===== config.mk =====
export PLATFORM = sky130hd
export DESIGN_NAME = fpdiv_ctrl_flat
export DESIGN_NICKNAME = d
export VERILOG_FILES = /design/src/rtl/fpdiv_ctrl_if.sv /design/src/rtl/fpdiv_ctrl.sv /design/src/flat_wrapper.sv
export SDC_FILE = /design/constraint.sdc
export NUM_CORES = 1
export LEC_CHECK = 0
export ABC_AREA = 0
export CELL_PAD_IN_SITES_DETAIL_PLACEMENT = 0
export CELL_PAD_IN_SITES_GLOBAL_PLACEMENT = 1
export CORE_AREA = 5 5 42 44
export CTS_CLUSTER_SIZE = 20
export DETAILED_ROUTE_END_ITERATION = 10
export DIE_AREA = 0 0 47 49
export DONT_BUFFER_PORTS = 1
export PLACE_DENSITY = 0.7
export SKIP_CTS_REPAIR_TIMING = 1
export SLEW_MARGIN = 10
export SYNTH_ARGS = -nofsm -noshare
export SYNTH_HDL_FRONTEND = slang
export SYNTH_SLANG_ARGS = --single-unit

===== constraint.sdc =====
create_clock -name clk -period 3.8 [get_ports clk]
set_clock_uncertainty 0.2 [all_clocks]
set_input_delay 0.19 -clock clk [delete_from_list [all_inputs] [get_ports clk]]
set_output_delay 0.19 -clock clk [all_outputs]
set_load 0.005 [all_outputs]

===== src/rtl/fpdiv_ctrl_if.sv =====
`timescale 1ns/1ps
`default_nettype none
//==============================================================================
// fpdiv_ctrl_if : start/status handshake and fpdiv select/load bundle
// Revision 1.0
//==============================================================================
interface fpdiv_ctrl_if;
   logic       start;
   logic [1:0] sel_muxa;
   logic [1:0] sel_muxb;
   logic       load_rega;
   logic       load_regb;
   logic       load_regc;
   logic       busy;
   logic       done;

   modport master (
      output start,
      input  sel_muxa, sel_muxb, load_rega, load_regb, load_regc, busy, done
   );

   modport slave (
      input  start,
      output sel_muxa, sel_muxb, load_rega, load_regb, load_regc, busy, done
   );
endinterface
`default_nettype wire


===== src/rtl/fpdiv_ctrl.sv =====
`timescale 1ns/1ps
`default_nettype none
//==============================================================================
// fpdiv_ctrl : sequencing FSM for the Goldschmidt mantissa divider datapath
// Revision 1.0
//==============================================================================
module fpdiv_ctrl #(
   parameter int ITER = 3
) (
   input  wire logic   clk,
   input  wire logic   reset,
   fpdiv_ctrl_if.slave bus
);

   typedef enum logic [2:0] {
      S_IDLE = 3'd0,
      S_D0   = 3'd1,
      S_N0   = 3'd2,
      S_NI   = 3'd3,
      S_DI   = 3'd4,
      S_DONE = 3'd5
   } state_t;

   localparam logic [3:0] c_iter = 4'(ITER);

   state_t     r_state;
   state_t     w_next;
   logic [3:0] r_cnt;
   logic [3:0] w_cnt_next;

   logic [1:0] w_sel_a;
   logic [1:0] w_sel_b;
   logic       w_ld_a;
   logic       w_ld_b;
   logic       w_ld_c;
   logic       w_busy;
   logic       w_done;

   logic [1:0] r_sel_a;
   logic [1:0] r_sel_b;
   logic       r_ld_a;
   logic       r_ld_b;
   logic       r_ld_c;

   always_ff @(posedge clk or negedge reset) begin
      if (!reset) begin
         r_state <= S_IDLE;
         r_cnt   <= 4'd0;
      end else begin
         r_state <= w_next;
         r_cnt   <= w_cnt_next;
      end
   end

   always_comb begin
      w_next     = r_state;
      w_cnt_next = r_cnt;
      w_sel_a    = 2'd0;
      w_sel_b    = 2'd0;
      w_ld_a     = 1'b0;
      w_ld_b     = 1'b0;
      w_ld_c     = 1'b0;
      w_busy     = 1'b0;
      w_done     = 1'b0;
      case (r_state)
         S_IDLE: begin
            if (bus.start) w_next = S_D0;
         end
         S_D0: begin
            w_sel_a = 2'd2;
            w_sel_b = 2'd0;
            w_ld_a  = 1'b1;
            w_ld_c  = 1'b1;
            w_busy  = 1'b1;
            w_next  = S_N0;
         end
         S_N0: begin
            w_sel_a    = 2'd2;
            w_sel_b    = 2'd1;
            w_ld_b     = 1'b1;
            w_busy     = 1'b1;
            w_cnt_next = 4'd1;
            w_next     = S_NI;
         end
         S_NI: begin
            // Last numerator step goes straight to DONE; the trailing
            // denominator update would be wasted work.
            w_sel_a = 2'd0;
            w_sel_b = 2'd2;
            w_ld_b  = 1'b1;
            w_busy  = 1'b1;
            w_next  = (r_cnt >= c_iter) ? S_DONE : S_DI;
         end
         S_DI: begin
            w_sel_a = 2'd0;
            w_sel_b = 2'd3;
            w_ld_a  = 1'b1;
            w_ld_c  = 1'b1;
            w_busy  = 1'b1;
            if (r_cnt < c_iter) w_cnt_next = r_cnt + 4'd1;
            w_next  = S_NI;
         end
         S_DONE: begin
            w_busy = 1'b1;
            w_done = 1'b1;
            w_next = S_IDLE;
         end
         default: begin
            w_next = S_IDLE;
         end
      endcase
   end

   // Loads/selects settle on the falling edge so load&clk sees a clean high phase.
   always_ff @(negedge clk or negedge reset) begin
      if (!reset) begin
         r_sel_a <= 2'd0;
         r_sel_b <= 2'd0;
         r_ld_a  <= 1'b0;
         r_ld_b  <= 1'b0;
         r_ld_c  <= 1'b0;
      end else begin
         r_sel_a <= w_sel_a;
         r_sel_b <= w_sel_b;
         r_ld_a  <= w_ld_a;
         r_ld_b  <= w_ld_b;
         r_ld_c  <= w_ld_c;
      end
   end

   assign bus.sel_muxa  = r_sel_a;
   assign bus.sel_muxb  = r_sel_b;
   assign bus.load_rega = r_ld_a;
   assign bus.load_regb = r_ld_b;
   assign bus.load_regc = r_ld_c;
   assign bus.busy      = w_busy;
   assign bus.done      = w_done;

endmodule
`default_nettype wire


===== src/flat_wrapper.sv =====
// flat-port wrapper written by rule: the top's interface ports become plain ports
module fpdiv_ctrl_flat 
#(
   parameter int ITER = 3
)
  (clk, reset, bus_start, bus_sel_muxa, bus_sel_muxb, bus_load_rega, bus_load_regb, bus_load_regc, bus_busy, bus_done);
  fpdiv_ctrl_if bus_i ();
  input  wire logic clk;
  input  wire logic reset;
  input wire logic [$bits(bus_i.start)-1:0] bus_start;
  output wire logic [$bits(bus_i.sel_muxa)-1:0] bus_sel_muxa;
  output wire logic [$bits(bus_i.sel_muxb)-1:0] bus_sel_muxb;
  output wire logic [$bits(bus_i.load_rega)-1:0] bus_load_rega;
  output wire logic [$bits(bus_i.load_regb)-1:0] bus_load_regb;
  output wire logic [$bits(bus_i.load_regc)-1:0] bus_load_regc;
  output wire logic [$bits(bus_i.busy)-1:0] bus_busy;
  output wire logic [$bits(bus_i.done)-1:0] bus_done;
  assign bus_i.start = bus_start;
  assign bus_sel_muxa = bus_i.sel_muxa;
  assign bus_sel_muxb = bus_i.sel_muxb;
  assign bus_load_rega = bus_i.load_rega;
  assign bus_load_regb = bus_i.load_regb;
  assign bus_load_regc = bus_i.load_regc;
  assign bus_busy = bus_i.busy;
  assign bus_done = bus_i.done;
  fpdiv_ctrl #(.ITER(ITER)) u_core (.clk(clk), .reset(reset), .bus(bus_i));
endmodule

After elaboration in Yosys (flattened, before gate mapping)
Cells that the tools add are included.
Storage, ports and cells
  bits in registers: 13
  latch bits: 0
  bits in writable memories: 0
  memory bits (read-only): 0
  input port bits: 3
  logic and storage cells: 35
  memories kept: 0
Operators by class
  add/subtract/negate cells: 1
  $mul: 0
  divide/modulo/power cells: 0
  $lt $le $gt $ge: 2
  equal/unequal tests: 7
  shift operators: 0
  muxes and demuxes: 11
  bitwise operators: 0
  reductions and logical operators: 8
Operators with widths (number)
  $pmux W3 S4: 1
  $pmux W4 S2: 1
  $reduce_or A2 Y1: 4
  $eq A3 B2 Y1 const B: 2
  $eq A3 B3 Y1 const B: 2
  $pmux W2 S3: 1
  $mux W1: 5
  $reduce_or A5 Y1: 1
  $add A4 B1 Y4 const B: 1
  $ge A4 B2 Y1 const B: 1
  $lt A4 B2 Y1 const B: 1
  $mux W4: 1
  $eq A3 B1 Y1 const B: 1
  $logic_not A3 Y1: 1
  $mux W3: 1
  $mux W2: 1
  $ne A2 B1 Y1 const B: 1
  $ne A2 B2 Y1 const B: 1
  $reduce_and A2 Y1: 1
  $reduce_bool A2 Y1: 1

Longest topological paths before layout
  depth in word-level cells: 3
  depth in mapped cells: 4

==> reports/metrics.cfg <==
[synthesis]
synth_area_leader_cell=dfrtp_1
yosys-top-cells-area=dfrtp_1 (31%), dfrtn_1 (22%), xnor2_1 (4.7%)
synth_warnings=0
synthCells=50
synth_cell_types=26
synth_most_common_cell=dfrtp_1
synth_area_um2=561
async_flop_share_pct=100
synth_fp_nets=54
synth_seq_area_share_pct=53.6
synthesis.area_per_instance_um2=11.2
synth_edf_count=0
synth-seq-cells=12
synth_top_area_share_pct=31.3
synth_ff_type=dfrtp_1
ys_top_cells_by_count=dfrtp_1 (7), nor2_1 (6), dfrtn_1 (5), nor2b_1 (4), xnor2_1 (3)

[drt]
wl_met2_um=411
met1_length_um=420
routed-wl-met3_um=43
routedWlPerCell_um=13.9
drtIter0Drc=5
highest_layer=met4
drt_first_pass_iters=2
wirelength_um=933
postRouteAntennaNets=0
vias=344
avgViaCountPerCell=5.13
drc=0

[worst_setup_path]
crit_arrival_ns=1.33
cp_slowest_stage_delay_ns=0.53
critPathCaptureType=flop
critical_path_required_ns=1.83
crit_path_start_kind=flop
critPathMaxFanout=13
crit_chain=nor2b_1 -> and2_1 -> a21o_1
path_class=flop to flop
slowest_stage=dfrtp_1
crit_family=flip-flops
crit_buf_inv=0

[placement]
dp.cells=62
place.gp.congestion=0.668
hpwl_um=622
port-buffer-count=0

[timing]
hold_violations=0
setup_tns_ns=0
final_max_slew_viol_count=0
rsz0062_at_grt=no
holdWs_ns=0.0454
finalSetupViolCount=0

[cts]
clk_pin_slew_worst_paths_ns=0.08
root_buffer=clkbuf_4
cts_buffers=3
clock-sinks=12
cts_tree=built
htree_levels=1
clock_latency_ns=0.28
cts_buffer_depth=2

[grt]
grt_pass1_vias=300
grt_max_degree=14
antenna_found_initial=0
grt_use_total_pct=9.51
grt-ovfl-total=0
grt_pass1_wl_um=1460

[die]
die_area_um2=2300
die_h_um=49
rows=14
initial_core_util_pct=40.0
ioPinCount=12
fp.dieW_um=47
core_um2=1400

[power]
p_total_uw=497
leakagePower_nw=0.266
peakVddDrop_v=0.000346
power.density_nw_per_um2=845

[final_layout]
fillCellCount=139
final_cells=67
diodes=0
drive_gt1_share_pct=13.7
fin_util_pct=42.0
syn2layout_area_growth_pct=4.91
nNetsFinal=56

[hold_path]
hp-class=input pin to asynchronous set/reset pin

[status]
status=complete, no violations

[job]
cap_violations=0

==> report_power, final <==
group	switching (mW)	internal, mW
logic	0.0835	0.0913
registers	0.0612	0.177
clock network	0.0429	0.0407
==> per-stage QoR <==
step                instance area (um2)  setup WS [ns]
floorplan                           561          0.729
global placement                    552          0.533
detailed placement                  552          0.510
CTS                                 578          0.504
global route                        588          0.441
finish                              588          0.497
==> flip-flops by register name (all words and copies together), names as in the netlist <==
| signal | count |
|---|---|
| u_core.r_cnt | 4 |
| u_core.r_state | 3 |
| u_core.bus.sel_muxb | 2 |
| u_core.bus.load_rega | 1 |
| u_core.bus.load_regb | 1 |
| u_core.bus.sel_muxa | 1 |
==> layer usage <==
metal / global-route usage [%] / vias up
met2: 11.1 / 12
met5: 0 / -
met4: 12.4 / 0
li1: - / 165
met3: 1.48 / 5
met1: 12.2 / 162
==> placed cells by master, fill, tap and decap left out, types with 2 or more instances in the layout <==
| master | n |
|---|---|
| a21oi_1 | 2 |
| clkbuf_4 | 3 |
| dfrtn_1 | 5 |
| dfrtp_1 | 7 |
| nor2_1 | 6 |
| nor2b_1 | 4 |
| nor3_1 | 2 |
| xnor2_1 | 3 |
==> final timing paths <==
check,from,end,depth (start not counted),slack (ns)
worst max register to register,u_core.r_state[1],u_core.bus.sel_muxb[1],3,0.50
worst min register to register,u_core.r_cnt[0],u_core.r_cnt[0],1,0.31
min in group clk,bus_start,u_core.r_state[0],3,0.05
max in group asynchronous,reset,u_core.bus.sel_muxa[1],0,2.11
worst min-delay path,reset,u_core.r_cnt[1],1,0.05
worst max-delay path,u_core.r_state[1],u_core.bus.sel_muxb[1],3,0.50
==> cells by family (layout without fill, tap and decap cells) <==
family,Yosys count,in the layout,synth area share (%)
AND/OR/NAND/NOR,19,19,20.5
adder cells (fa/ha/maj),1,1,2.23
flip-flops,12,12,53.6
XOR/XNOR,3,3,4.69
buffers and inverters,6,7,7.14
AO/OA/AOI/OAI,8,8,11.2
other,1,1,0.669
==> worst register-to-register path: stages (launching register included) <==
cell and delay [ns]:
dfrtp_1 0.53, nor2b_1 0.22, and2_1 0.17, a21o_1 0.15
==> area by class of cell <==
cell class	instances	area (um2)	area share, %
multi-input combinational	32	220	37.4
inverter	1	3.75	0.638
sequential	12	300	51.1
clock buffer	4	26.3	4.47
tap	16	20.0	3.40
timing repair buffer	2	17.5	2.98
Power figures use the tool's default switching activity.
